==> src/rtl/firebird7_in_gate1_ijtag_ctrl_pkg.sv <==
// Shared types for the gate1 IJTAG SIB access controller: request FSM states,
// CSU engine phases and the expected access latency.
package firebird7_in_gate1_ijtag_ctrl_pkg;

   typedef enum logic [3:0] {
      IDLE, OPEN_CAP, OPEN_SH, OPEN_UPD, OPEN_SETTLE,
      ACC_CAP, ACC_SH, ACC_UPD, ACC_SETTLE, RESP
   } state_e;

   typedef enum logic [2:0] {
      PH_IDLE, PH_CAP, PH_SH, PH_UPD, PH_SETTLE
   } csu_phase_e;

   // Cycles from accept to first rsp_valid.
   function automatic int access_latency(input int seg_len, input int settle_cyc,
                                         input bit sib_closed);
      return sib_closed ? 2*settle_cyc + seg_len + 7 : settle_cyc + seg_len + 4;
   endfunction

endpackage

==> src/rtl/firebird7_in_gate1_ijtag_csu_seq.sv <==
// Single capture-shift-update engine: shifts len+1 bits from si_data (bit 0 first),
// collects so into so_data[k], then idles SETTLE_CYC cycles with sel low.
module firebird7_in_gate1_ijtag_csu_seq
   import firebird7_in_gate1_ijtag_ctrl_pkg::*;
#(
   parameter int SEG_LEN    = 8,
   parameter int SETTLE_CYC = 2,
   parameter int CNT_W      = 4
) (
   input  logic               clk,
   input  logic               rst,
   input  logic               start,
   input  logic [CNT_W-1:0]   len,
   input  logic [SEG_LEN:0]   si_data,
   output logic [SEG_LEN:0]   so_data,
   output logic               last,
   output logic               sel,
   output logic               ce,
   output logic               se,
   output logic               ue,
   output logic               si,
   input  logic               so
);

   localparam int ST_W = (SETTLE_CYC > 1) ? $clog2(SETTLE_CYC) : 1;

   csu_phase_e       phase;
   logic [CNT_W-1:0] cnt;
   logic [CNT_W-1:0] len_q;
   logic [ST_W-1:0]  st_cnt;
   logic [SEG_LEN:0] sh;

   always_comb begin
      case (phase)
         PH_SH:     last = (cnt == len_q);
         PH_SETTLE: last = (st_cnt == ST_W'(SETTLE_CYC - 1));
         default:   last = 1'b1;
      endcase
   end

   // start wins over the phase walk so a new CSU can chain directly off a settle exit.
   always_ff @(posedge clk) begin
      if (rst) begin
         phase   <= PH_IDLE;
         cnt     <= '0;
         len_q   <= '0;
         st_cnt  <= '0;
         sh      <= '0;
         so_data <= '0;
         sel     <= 1'b0;
         ce      <= 1'b0;
         se      <= 1'b0;
         ue      <= 1'b0;
         si      <= 1'b0;
      end else if (start) begin
         phase   <= PH_CAP;
         len_q   <= len;
         sh      <= si_data;
         so_data <= '0;
         sel     <= 1'b1;
         ce      <= 1'b1;
         se      <= 1'b0;
         ue      <= 1'b0;
         si      <= 1'b0;
      end else begin
         case (phase)
            PH_CAP: begin
               phase <= PH_SH;
               ce    <= 1'b0;
               se    <= 1'b1;
               si    <= sh[0];
               sh    <= sh >> 1;
               cnt   <= '0;
            end
            PH_SH: begin
               for (int i = 0; i <= SEG_LEN; i++)
                  if (cnt == CNT_W'(i)) so_data[i] <= so;
               if (last) begin
                  phase <= PH_UPD;
                  se    <= 1'b0;
                  ue    <= 1'b1;
                  si    <= 1'b0;
               end else begin
                  cnt <= cnt + 1'b1;
                  si  <= sh[0];
                  sh  <= sh >> 1;
               end
            end
            PH_UPD: begin
               phase  <= PH_SETTLE;
               sel    <= 1'b0;
               ue     <= 1'b0;
               st_cnt <= '0;
            end
            PH_SETTLE: begin
               if (last) phase  <= PH_IDLE;
               else      st_cnt <= st_cnt + 1'b1;
            end
            default: ;
         endcase
      end
   end

endmodule

==> src/rtl/firebird7_in_gate1_ijtag_sib_access_ctrl.sv <==
// Request/response front end for one spare SIB: opens the SIB if needed, runs one
// access CSU over SIB + segment, returns captured data and tracks SIB state.
module firebird7_in_gate1_ijtag_sib_access_ctrl
   import firebird7_in_gate1_ijtag_ctrl_pkg::*;
#(
   parameter int SEG_LEN    = 8,
   parameter int SETTLE_CYC = 2
) (
   input  logic               ijtag_tck,
   input  logic               ijtag_reset,
   input  logic               req_valid,
   output logic               req_ready,
   input  logic               req_keep_open,
   input  logic [SEG_LEN-1:0] req_wr_data,
   output logic               rsp_valid,
   input  logic               rsp_ready,
   output logic [SEG_LEN-1:0] rsp_rd_data,
   output logic               rsp_err,
   output logic               sib_open,
   output logic               ijtag_sel,
   output logic               ijtag_ce,
   output logic               ijtag_se,
   output logic               ijtag_ue,
   output logic               ijtag_si,
   input  logic               ijtag_so
);

   localparam int CNT_W = $clog2(SEG_LEN + 2);

   state_e             state;
   logic [SEG_LEN-1:0] wr_q;
   logic               keep_q;
   logic               accept, open_phase, seq_start, seq_last;
   logic [SEG_LEN-1:0] acc_wr, rd_bits;
   logic               acc_keep;
   logic [SEG_LEN:0]   acc_data, seq_data, so_data;
   logic [CNT_W-1:0]   seq_len;

   assign accept     = req_valid & req_ready;
   assign open_phase = (state == IDLE) && !sib_open;
   // Access data comes straight off the request when the SIB is already open.
   assign acc_wr     = (state == IDLE) ? req_wr_data   : wr_q;
   assign acc_keep   = (state == IDLE) ? req_keep_open : keep_q;
   assign seq_start  = ((state == IDLE) && accept) || ((state == OPEN_SETTLE) && seq_last);
   assign seq_len    = open_phase ? '0 : CNT_W'(SEG_LEN);
   assign seq_data   = open_phase ? {{SEG_LEN{1'b0}}, 1'b1} : acc_data;

   // SIB bit shifts first, then the segment MSB first.
   always_comb begin
      acc_data    = '0;
      rd_bits     = '0;
      acc_data[0] = acc_keep;
      for (int k = 1; k <= SEG_LEN; k++) acc_data[k] = acc_wr[SEG_LEN-k];
      for (int i = 0; i < SEG_LEN; i++)  rd_bits[i]  = so_data[SEG_LEN-i];
   end

   firebird7_in_gate1_ijtag_csu_seq #(
      .SEG_LEN(SEG_LEN), .SETTLE_CYC(SETTLE_CYC), .CNT_W(CNT_W)
   ) u_csu (
      .clk(ijtag_tck), .rst(ijtag_reset), .start(seq_start), .len(seq_len),
      .si_data(seq_data), .so_data(so_data), .last(seq_last),
      .sel(ijtag_sel), .ce(ijtag_ce), .se(ijtag_se), .ue(ijtag_ue),
      .si(ijtag_si), .so(ijtag_so)
   );

   always_ff @(posedge ijtag_tck) begin
      if (ijtag_reset) begin
         state       <= IDLE;
         req_ready   <= 1'b0;
         rsp_valid   <= 1'b0;
         rsp_rd_data <= '0;
         rsp_err     <= 1'b0;
         sib_open    <= 1'b0;
         wr_q        <= '0;
         keep_q      <= 1'b0;
      end else begin
         case (state)
            IDLE: begin
               if (accept) begin
                  wr_q      <= req_wr_data;
                  keep_q    <= req_keep_open;
                  rsp_err   <= 1'b0;
                  req_ready <= 1'b0;
                  state     <= sib_open ? ACC_CAP : OPEN_CAP;
               end else begin
                  req_ready <= 1'b1;
               end
            end
            OPEN_CAP: state <= OPEN_SH;
            OPEN_SH:  if (seq_last) state <= OPEN_UPD;
            OPEN_UPD: state <= OPEN_SETTLE;
            OPEN_SETTLE: begin
               if (seq_last) begin
                  state    <= ACC_CAP;
                  sib_open <= 1'b1;
                  rsp_err  <= rsp_err | so_data[0];
               end
            end
            ACC_CAP:  state <= ACC_SH;
            ACC_SH:   if (seq_last) state <= ACC_UPD;
            ACC_UPD:  state <= ACC_SETTLE;
            ACC_SETTLE: begin
               if (seq_last) begin
                  state       <= RESP;
                  sib_open    <= keep_q;
                  rsp_valid   <= 1'b1;
                  rsp_rd_data <= rd_bits;
                  rsp_err     <= rsp_err | so_data[0];
               end
            end
            RESP: begin
               if (rsp_ready) begin
                  rsp_valid <= 1'b0;
                  req_ready <= 1'b1;
                  state     <= IDLE;
               end
            end
            default: state <= IDLE;
         endcase
      end
   end

endmodule

==> config.mk <==
export PLATFORM = sky130hd
export DESIGN_NAME = firebird7_in_gate1_ijtag_sib_access_ctrl
export DESIGN_NICKNAME = d
export VERILOG_FILES = /design/src/rtl/firebird7_in_gate1_ijtag_ctrl_pkg.sv /design/src/rtl/firebird7_in_gate1_ijtag_csu_seq.sv /design/src/rtl/firebird7_in_gate1_ijtag_sib_access_ctrl.sv
export SDC_FILE = /design/constraint.sdc
export NUM_CORES = 1
export LEC_CHECK = 0
export BUFFER_PORTS_ARGS = -buffer_cell sky130_fd_sc_hd__buf_2
export CAP_MARGIN = 0
export CORE_ASPECT_RATIO = 1.5
export CORE_MARGIN = 4
export CORE_UTILIZATION = 50
export CTS_CLUSTER_SIZE = 28
export DETAILED_ROUTE_END_ITERATION = 6
export PLACE_DENSITY = 0.77
export SLEW_MARGIN = 20
export SYNTH_ARGS = -nofsm -noshare
export SYNTH_HDL_FRONTEND = slang
export SYNTH_SLANG_ARGS = --single-unit
==> constraint.sdc <==
create_clock -name ijtag_tck -period 3.9 [get_ports ijtag_tck]
set_clock_uncertainty 0.1 [all_clocks]
set_input_delay 0.78 -clock ijtag_tck [delete_from_list [all_inputs] [get_ports ijtag_tck]]
set_output_delay 0.78 -clock ijtag_tck [all_outputs]
set_load 0.05 [all_outputs]
### After elaboration in Yosys (flattened, before gate mapping)

Index checks and enable logic that the tools add are counted.

* register bits after elaboration: 60
* bits of input ports: 14
* output and inout port bits: 17
* logic and storage cells: 157

* add/subtract/negate cells: 2
* equal/unequal tests: 36
* multiplexer cells: 44
* bitwise gates (word level): 3
* reductions and logical operators: 44

Operator list (count)
* 4-bit one-hot mux with 10 select lines: 1
* 4-bit by 3-bit == test with 1-bit output (second input constant): 8
* 4-bit 2-to-1 mux: 8
* 2-bit AND reduction: 15
* 9-bit 2-to-1 mux: 3
* 3-bit AND reduction: 7
* 2-bit inequality test (second input constant): 10
* 1-bit one-hot mux with 2 select lines: 9
* 9-bit one-hot mux with 2 select lines: 1
* 2-bit nonzero test: 9
* 4-bit by 2-bit == test with 1-bit output (second input constant): 4
* 1-bit 2-to-1 mux: 16
* 4-bit == test (second input constant): 3
* 3-bit one-hot mux with 4 select lines: 1
* 3-bit 2-to-1 mux: 3
* 3-bit inequality test (second input constant): 3
* 4-bit by 1-bit == test with 1-bit output (second input constant): 2
* 4-bit zero test: 2
* 8-bit 2-to-1 mux: 1
* 4-bit one-hot mux with 2 select lines: 1
* 3-bit by 2-bit == test with 1-bit output (second input constant): 2
* 6-bit AND reduction: 1
* 5-bit nonzero test: 1
* 4-bit by 1-bit adder with 4-bit output (second input constant): 1
* 14 further kinds: 17

### Logic depth before layout (Yosys ltp)

* depth after elaboration: 6
* gate-level depth with buffers: 8
* depth with buffers taken out: 6

### Cells and area by module

From an unflattened synthesis, not the netlist that was laid out.

* cell total of the unflattened synthesis: 356
* area total of the unflattened synthesis: 3094.2 um2

By module, submodules not included
* firebird7_in_gate1_ijtag_csu_seq: times used 1, cells an instance 198, area an instance 1850.5 um2, seq. area each 700.7 um2
* firebird7_in_gate1_ijtag_sib_access_ctrl: times used 1, cells an instance 158, area an instance 1243.7 um2, seq. area each 500.5 um2

### Worst setup path after synthesis

Ideal clock, no wire load.

* path type: in2reg
* start point: in ijtag_reset
* end point: reg state[3]
* setup time: 128 ps
* arrival: 1784 ps
* data required time: 3672 ps
* path slack: 1889 ps
* stages: 4
* buffers on the path: 3
* cell sequence: clkbuf_1 > clkbuf_1 > buf_1 > nor2_1

RTL lines
* from (decl): line firebird7_in_gate1_ijtag_sib_access_ctrl.sv:10 `input logic ijtag_reset,`
* to (signal assigned): line firebird7_in_gate1_ijtag_sib_access_ctrl.sv:84 `state <= sib_open ? ACC_CAP : OPEN_CAP;`
* to (decl): line firebird7_in_gate1_ijtag_sib_access_ctrl.sv:30 `state_e state;`

No word-level cell between the ends.

### Final worst setup path

* start point: reg u_csu.phase[1]
* end point: reg u_csu.sh[7]

* longest elaborated chain between the ends: 6
* elaborated cells on any way between the ends: 11
* classes of those cells: 4 x eq/ne; 3 x mux; 4 x reduce/logical

Ends and longest elaborated chain
* from (decl): line firebird7_in_gate1_ijtag_csu_seq.sv:27 `csu_phase_e phase;`
* from (signal assigned): line firebird7_in_gate1_ijtag_csu_seq.sv:44 `phase <= PH_IDLE;`
* from (signal assigned): line firebird7_in_gate1_ijtag_csu_seq.sv:56 `phase <= PH_CAP;`
* from (signal assigned): line firebird7_in_gate1_ijtag_csu_seq.sv:68 `phase <= PH_SH;`
* 3-bit == test / 3-bit by 2-bit == test with 1-bit output (equally long branches): line firebird7_in_gate1_ijtag_csu_seq.sv:34, firebird7_in_gate1_ijtag_csu_seq.sv:66
* 1-bit one-hot mux with 2 select lines: line firebird7_in_gate1_ijtag_csu_seq.sv:34 `case (phase)`
* 1-bit logical AND: line firebird7_in_gate1_ijtag_sib_access_ctrl.sv:44 `assign seq_start = ((state == IDLE) && accept) || ((state == OPEN_SETTLE) && seq_last);`
* 1-bit logical OR: line firebird7_in_gate1_ijtag_sib_access_ctrl.sv:44
* 3-bit inequality test (no line) / 3-bit nonzero test (equally long branches)
* 2-bit AND reduction (no line)
* to (signal assigned): line firebird7_in_gate1_ijtag_csu_seq.sv:58 `sh <= si_data;`
* to (signal assigned): line firebird7_in_gate1_ijtag_csu_seq.sv:72 `sh <= sh >> 1;`
* to (signal assigned): line firebird7_in_gate1_ijtag_csu_seq.sv:86 `sh <= sh >> 1;`
* to (decl): line firebird7_in_gate1_ijtag_csu_seq.sv:31 `logic [SEG_LEN:0] sh;`

Parallel ways exist; a longest one is shown, timed or not.
A chain may end at the register's enable or synchronous reset.

==> run_summary.xml <==
<?xml version="1.0" encoding="UTF-8"?>
<metrics>
  <group name="status">
    <metric name="outcome" unit="">finished, final reports clean</metric>
  </group>
  <group name="cts">
    <metric name="post_cts.repair.setup_buffers" unit="">0</metric>
    <metric name="post_cts_resize_count" unit="">0</metric>
    <metric name="cts.hold.buffers_added" unit="">0</metric>
    <metric name="tritoncts" unit="">yes</metric>
    <metric name="worstSkewPairLatency" unit="ps">340</metric>
    <metric name="cts-buffers-inserted" unit="">9</metric>
    <metric name="cts.clk_slew.worst_paths" unit="ps">60</metric>
    <metric name="clock_tree.root_cell" unit="">clkbuf_8</metric>
    <metric name="cts_max_path_buffers" unit="">2</metric>
    <metric name="cts_max_level" unit="">3</metric>
    <metric name="number_of_sinks_on_the_clock_net" unit="">57</metric>
  </group>
  <group name="routing">
    <metric name="detail_route.drc_violations" unit="">0</metric>
    <metric name="route.final.wire_length" unit="mm">6.981</metric>
    <metric name="detail-route-antenna-nets" unit="">0</metric>
    <metric name="detail_route.vias_per_cell" unit="">5.959</metric>
    <metric name="drt_first_iter_violations" unit="">184</metric>
    <metric name="routed-via-count" unit="">2598</metric>
    <metric name="route.detailed.wl_per_inst" unit="um">16.01</metric>
    <metric name="drt-pass1-iter-count" unit="">4</metric>
  </group>
  <group name="min_path">
    <metric name="holdCritPathClass" unit="">reg -&gt; reg</metric>
  </group>
  <group name="placed_design">
    <metric name="routabilityCongestion" unit="">0.8407</metric>
    <metric name="place_hpwl" unit="mm">4.767</metric>
    <metric name="placement.cell_area" unit="um2">3058</metric>
    <metric name="number_of_port_buffers" unit="">30</metric>
  </group>
  <group name="timing">
    <metric name="final.setup.tns" unit="ps">0</metric>
    <metric name="max-slew-margin-rel" unit="">0.2927</metric>
    <metric name="report.final.setup_viol" unit="">0</metric>
    <metric name="post-route-min-period" unit="ps">2641</metric>
    <metric name="tightest_slew" unit="ps">1054</metric>
    <metric name="grt_setup_unrepaired" unit="">no</metric>
    <metric name="maxSlewViolCount" unit="">0</metric>
    <metric name="clock.fmax" unit="GHz">0.3787</metric>
    <metric name="hold_violations" unit="">0</metric>
    <metric name="post-route-period-util" unit="">0.6771</metric>
  </group>
  <group name="floorplan">
    <metric name="core_area" unit="um2">5574</metric>
    <metric name="chipWidth" unit="um">70.51</metric>
    <metric name="io_pins" unit="">31</metric>
    <metric name="initial_utilization" unit="">0.5257</metric>
    <metric name="chipHeight" unit="um">101.8</metric>
    <metric name="floorplan.rows" unit="">33</metric>
    <metric name="die_area" unit="um2">7175</metric>
  </group>
  <group name="cells_and_area">
    <metric name="layout.filler_cells" unit="">512</metric>
    <metric name="insertedDiodeCount" unit="">0</metric>
    <metric name="nNetsFinal" unit="">379</metric>
    <metric name="multi_input_comb_area" unit="um2">1574</metric>
    <metric name="layout-drive-gt1-share" unit="">0.1967</metric>
    <metric name="seq_area" unit="um2">1141</metric>
    <metric name="area.growth.synth_to_final" unit="%">10.29</metric>
    <metric name="post-route-cell-area" unit="um2">3232</metric>
  </group>
  <group name="power">
    <metric name="power.static_leakage" unit="nW">1.254</metric>
    <metric name="vdd.ir_drop.worst" unit="uV">283.4</metric>
    <metric name="powerDensity" unit="nW/um2">580.5</metric>
  </group>
  <group name="synth">
    <metric name="yosysWarnings" unit="">0</metric>
    <metric name="synth_enable_flop_cells" unit="">0</metric>
    <metric name="muxShareOfSynthArea" unit="">0.04099</metric>
    <metric name="mean_instance_size_in_the_synthesized_netlist" unit="um2">8.494</metric>
    <metric name="share_of_synthesized_area_occupied_by_flip_flops_and_latches" unit="">0.3894</metric>
    <metric name="dominant_combinational_cell_family_by_area_after_synthesis" unit="">compound AO/OA/AOI/OAI gates</metric>
    <metric name="synthesized_area_fraction_occupied_by_ao_oa_aoi_and_oai_cells" unit="">0.2361</metric>
    <metric name="synth.net_count" unit="">363</metric>
    <metric name="synthCells" unit="">345</metric>
    <metric name="post_synth_and_or_nand_nor_area_fraction" unit="">0.2250</metric>
    <metric name="synth_seq_cells" unit="">57</metric>
    <metric name="synth_top_flop_cell" unit="">dfxtp_1</metric>
    <metric name="post-synth-top-area-fraction" unit="">0.3894</metric>
    <metric name="synth.distinct_cells" unit="">54</metric>
    <metric name="syn_area" unit="um2">2930</metric>
    <metric name="synth-async-reset-ratio" unit="">0</metric>
    <metric name="synth_xor_area_frac" unit="">0.01793</metric>
    <metric name="synth-adder-area-share" unit="">0.01708</metric>
    <metric name="dominant_cells_by_area_after_synthesis" unit="">dfxtp_1 (39%), a21oi_1 (5.0%), nand2_1 (4.4%)</metric>
    <metric name="synth_area_leader_cell" unit="">dfxtp_1</metric>
  </group>
  <group name="worst_setup_path">
    <metric name="crit_required" unit="ps">3990</metric>
    <metric name="critPathMaxFanout" unit="">16</metric>
    <metric name="worstPathArrival" unit="ps">2730</metric>
    <metric name="cp-start-kind" unit="">flop</metric>
    <metric name="worst_setup_path_end_kind" unit="">flop</metric>
    <metric name="worstSetupPathType" unit="">reg -&gt; reg</metric>
  </group>
  <group name="global_route">
    <metric name="grt_pass1_wl" unit="mm">11.81</metric>
    <metric name="antenna_found_initial" unit="">0</metric>
    <metric name="grt_start_max_net_pins" unit="">38</metric>
    <metric name="grt_overflow" unit="">0</metric>
    <metric name="number_of_global_route_vias_before_repair" unit="">2564</metric>
    <metric name="grtUsageTotal" unit="">0.2072</metric>
  </group>
  <group name="job">
    <metric name="cap_viol_max_count" unit="">0</metric>
  </group>
</metrics>
[layout make-up]
| type | count | area share |
|---|---|---|
| Clock buffer | 13 | 0.04917 |
| Clock inverter | 3 | 0.004646 |
| Inverter | 20 | 0.02323 |
| Multi-Input combinational cell | 239 | 0.4870 |
| Sequential cell | 57 | 0.3531 |
| Tap cell | 70 | 0.02710 |
| Timing Repair Buffer | 34 | 0.05575 |
[worst max-delay path, cell delays in order, from the launching register on]
cell     delay [ps]
dfxtp_1         610
or4b_1          590
nand2_1         140
o21ai_1         850
o21ai_0         190
[cell usage in the layout, fill, tap and decap left out, types with 2 or more instances in the layout]
cell	n
or3b_2	3
and2_1	2
nor4b_2	2
a311oi_1	8
o211ai_1	16
nor3_1	4
nand2b_1	2
nand2_1	34
nor2_1	19
clkbuf_8	11
a211oi_1	7
nand3b_1	5
a21oi_1	29
and3_1	11
xnor2_1	4
clkbuf_1	2
o22ai_1	4
a31oi_1	4
inv_1	20
buf_2	30
dfxtp_1	57
a31o_2	9
nand3_1	20
ha_1	4
xor2_1	2
mux2i_1	12
o21ai_0	9
buf_4	4
nor4_1	2
or3_1	2
nor2b_1	2
o21ai_1	2
clkinv_2	3
[metrics by stage]
stage                     cells  setup WS (ps)  utilization  hold WS [ps]  power [mW]
after floorplan             345           1889            -         336.3       1.257
after global placement      420           1263       0.5486         342.7       1.378
after detailed placement    420           1230       0.5486         349.1       1.393
after CTS                   436           1221       0.5798         357.6       1.883
after global routing        436           1075       0.5798         369.3       1.983
final                       436           1259       0.5798         357.0       1.876
[logic make-up (layout without fill, tap and decap cells)]
logic type                 count (synthesis)  in the layout
and+or+nand+nor                          119            119
muxes                                     12             12
buffers and inverters                     49             70
DFF                                       57             57
xor gates and xnor gates                   6              6
adders and majority gates                  4              4
AOI/OAI and AO/OA                         98             98
[layer usage]
layer  track usage  wire length (um)
met4        0.1401               227
met1        0.2257              2958
met2        0.3470              3446
met3       0.05958               348
met5             0                 0
[synth_stat cells (2+ instances only)]
master / count
nand2_1: 34
o21ai_1: 2
and2_1: 2
nor3_1: 4
nor4_1: 2
nor2b_1: 2
o211ai_1: 16
nand2b_1: 2
nand3b_1: 5
buf_2: 13
inv_1: 20
and3_1: 11
a21oi_1: 29
buf_1: 2
o22ai_1: 4
nor4b_2: 2
a211oi_1: 7
nor2_1: 19
dfxtp_1: 57
a31o_2: 9
ha_1: 4
buf_4: 2
xnor2_1: 4
or3_1: 2
mux2i_1: 12
xor2_1: 2
nand3_1: 20
a311oi_1: 8
clkbuf_1: 11
o21ai_0: 9
a31oi_1: 4
or3b_2: 3
[state kept, by name, summed over array words and instances, names as in the netlist, 3 cells and up]
signal and cells:
u_csu.sh 9, u_csu.so_data 9, rsp_rd_data 8, wr_q 8, state 4, u_csu.cnt 4
u_csu.phase 3
[report_power, final]
group          internal, mW  switching (mW)  leakage [nW]
Combinational         0.215           0.423         0.700
Sequential            0.648           0.102         0.461
Clock                 0.262           0.228        0.0932
Total                  1.12           0.752          1.25
[final timing paths]
check | start | end | slack (ps) | cells after the start
setup / recovery | u_csu.phase[1]$_SDFFE_PP0P_ | u_csu.sh[7]$_SDFFE_PP0P_ | 1260 | 4
hold / removal | wr_q[3]$_SDFFE_PP0P_ | wr_q[3]$_SDFFE_PP0P_ | 360 | 2
setup reg to reg | u_csu.phase[1]$_SDFFE_PP0P_ | u_csu.sh[7]$_SDFFE_PP0P_ | 1260 | 4
hold reg to reg | wr_q[3]$_SDFFE_PP0P_ | wr_q[3]$_SDFFE_PP0P_ | 360 | 2
Note: power is estimated with default switching activity, not from simulation.
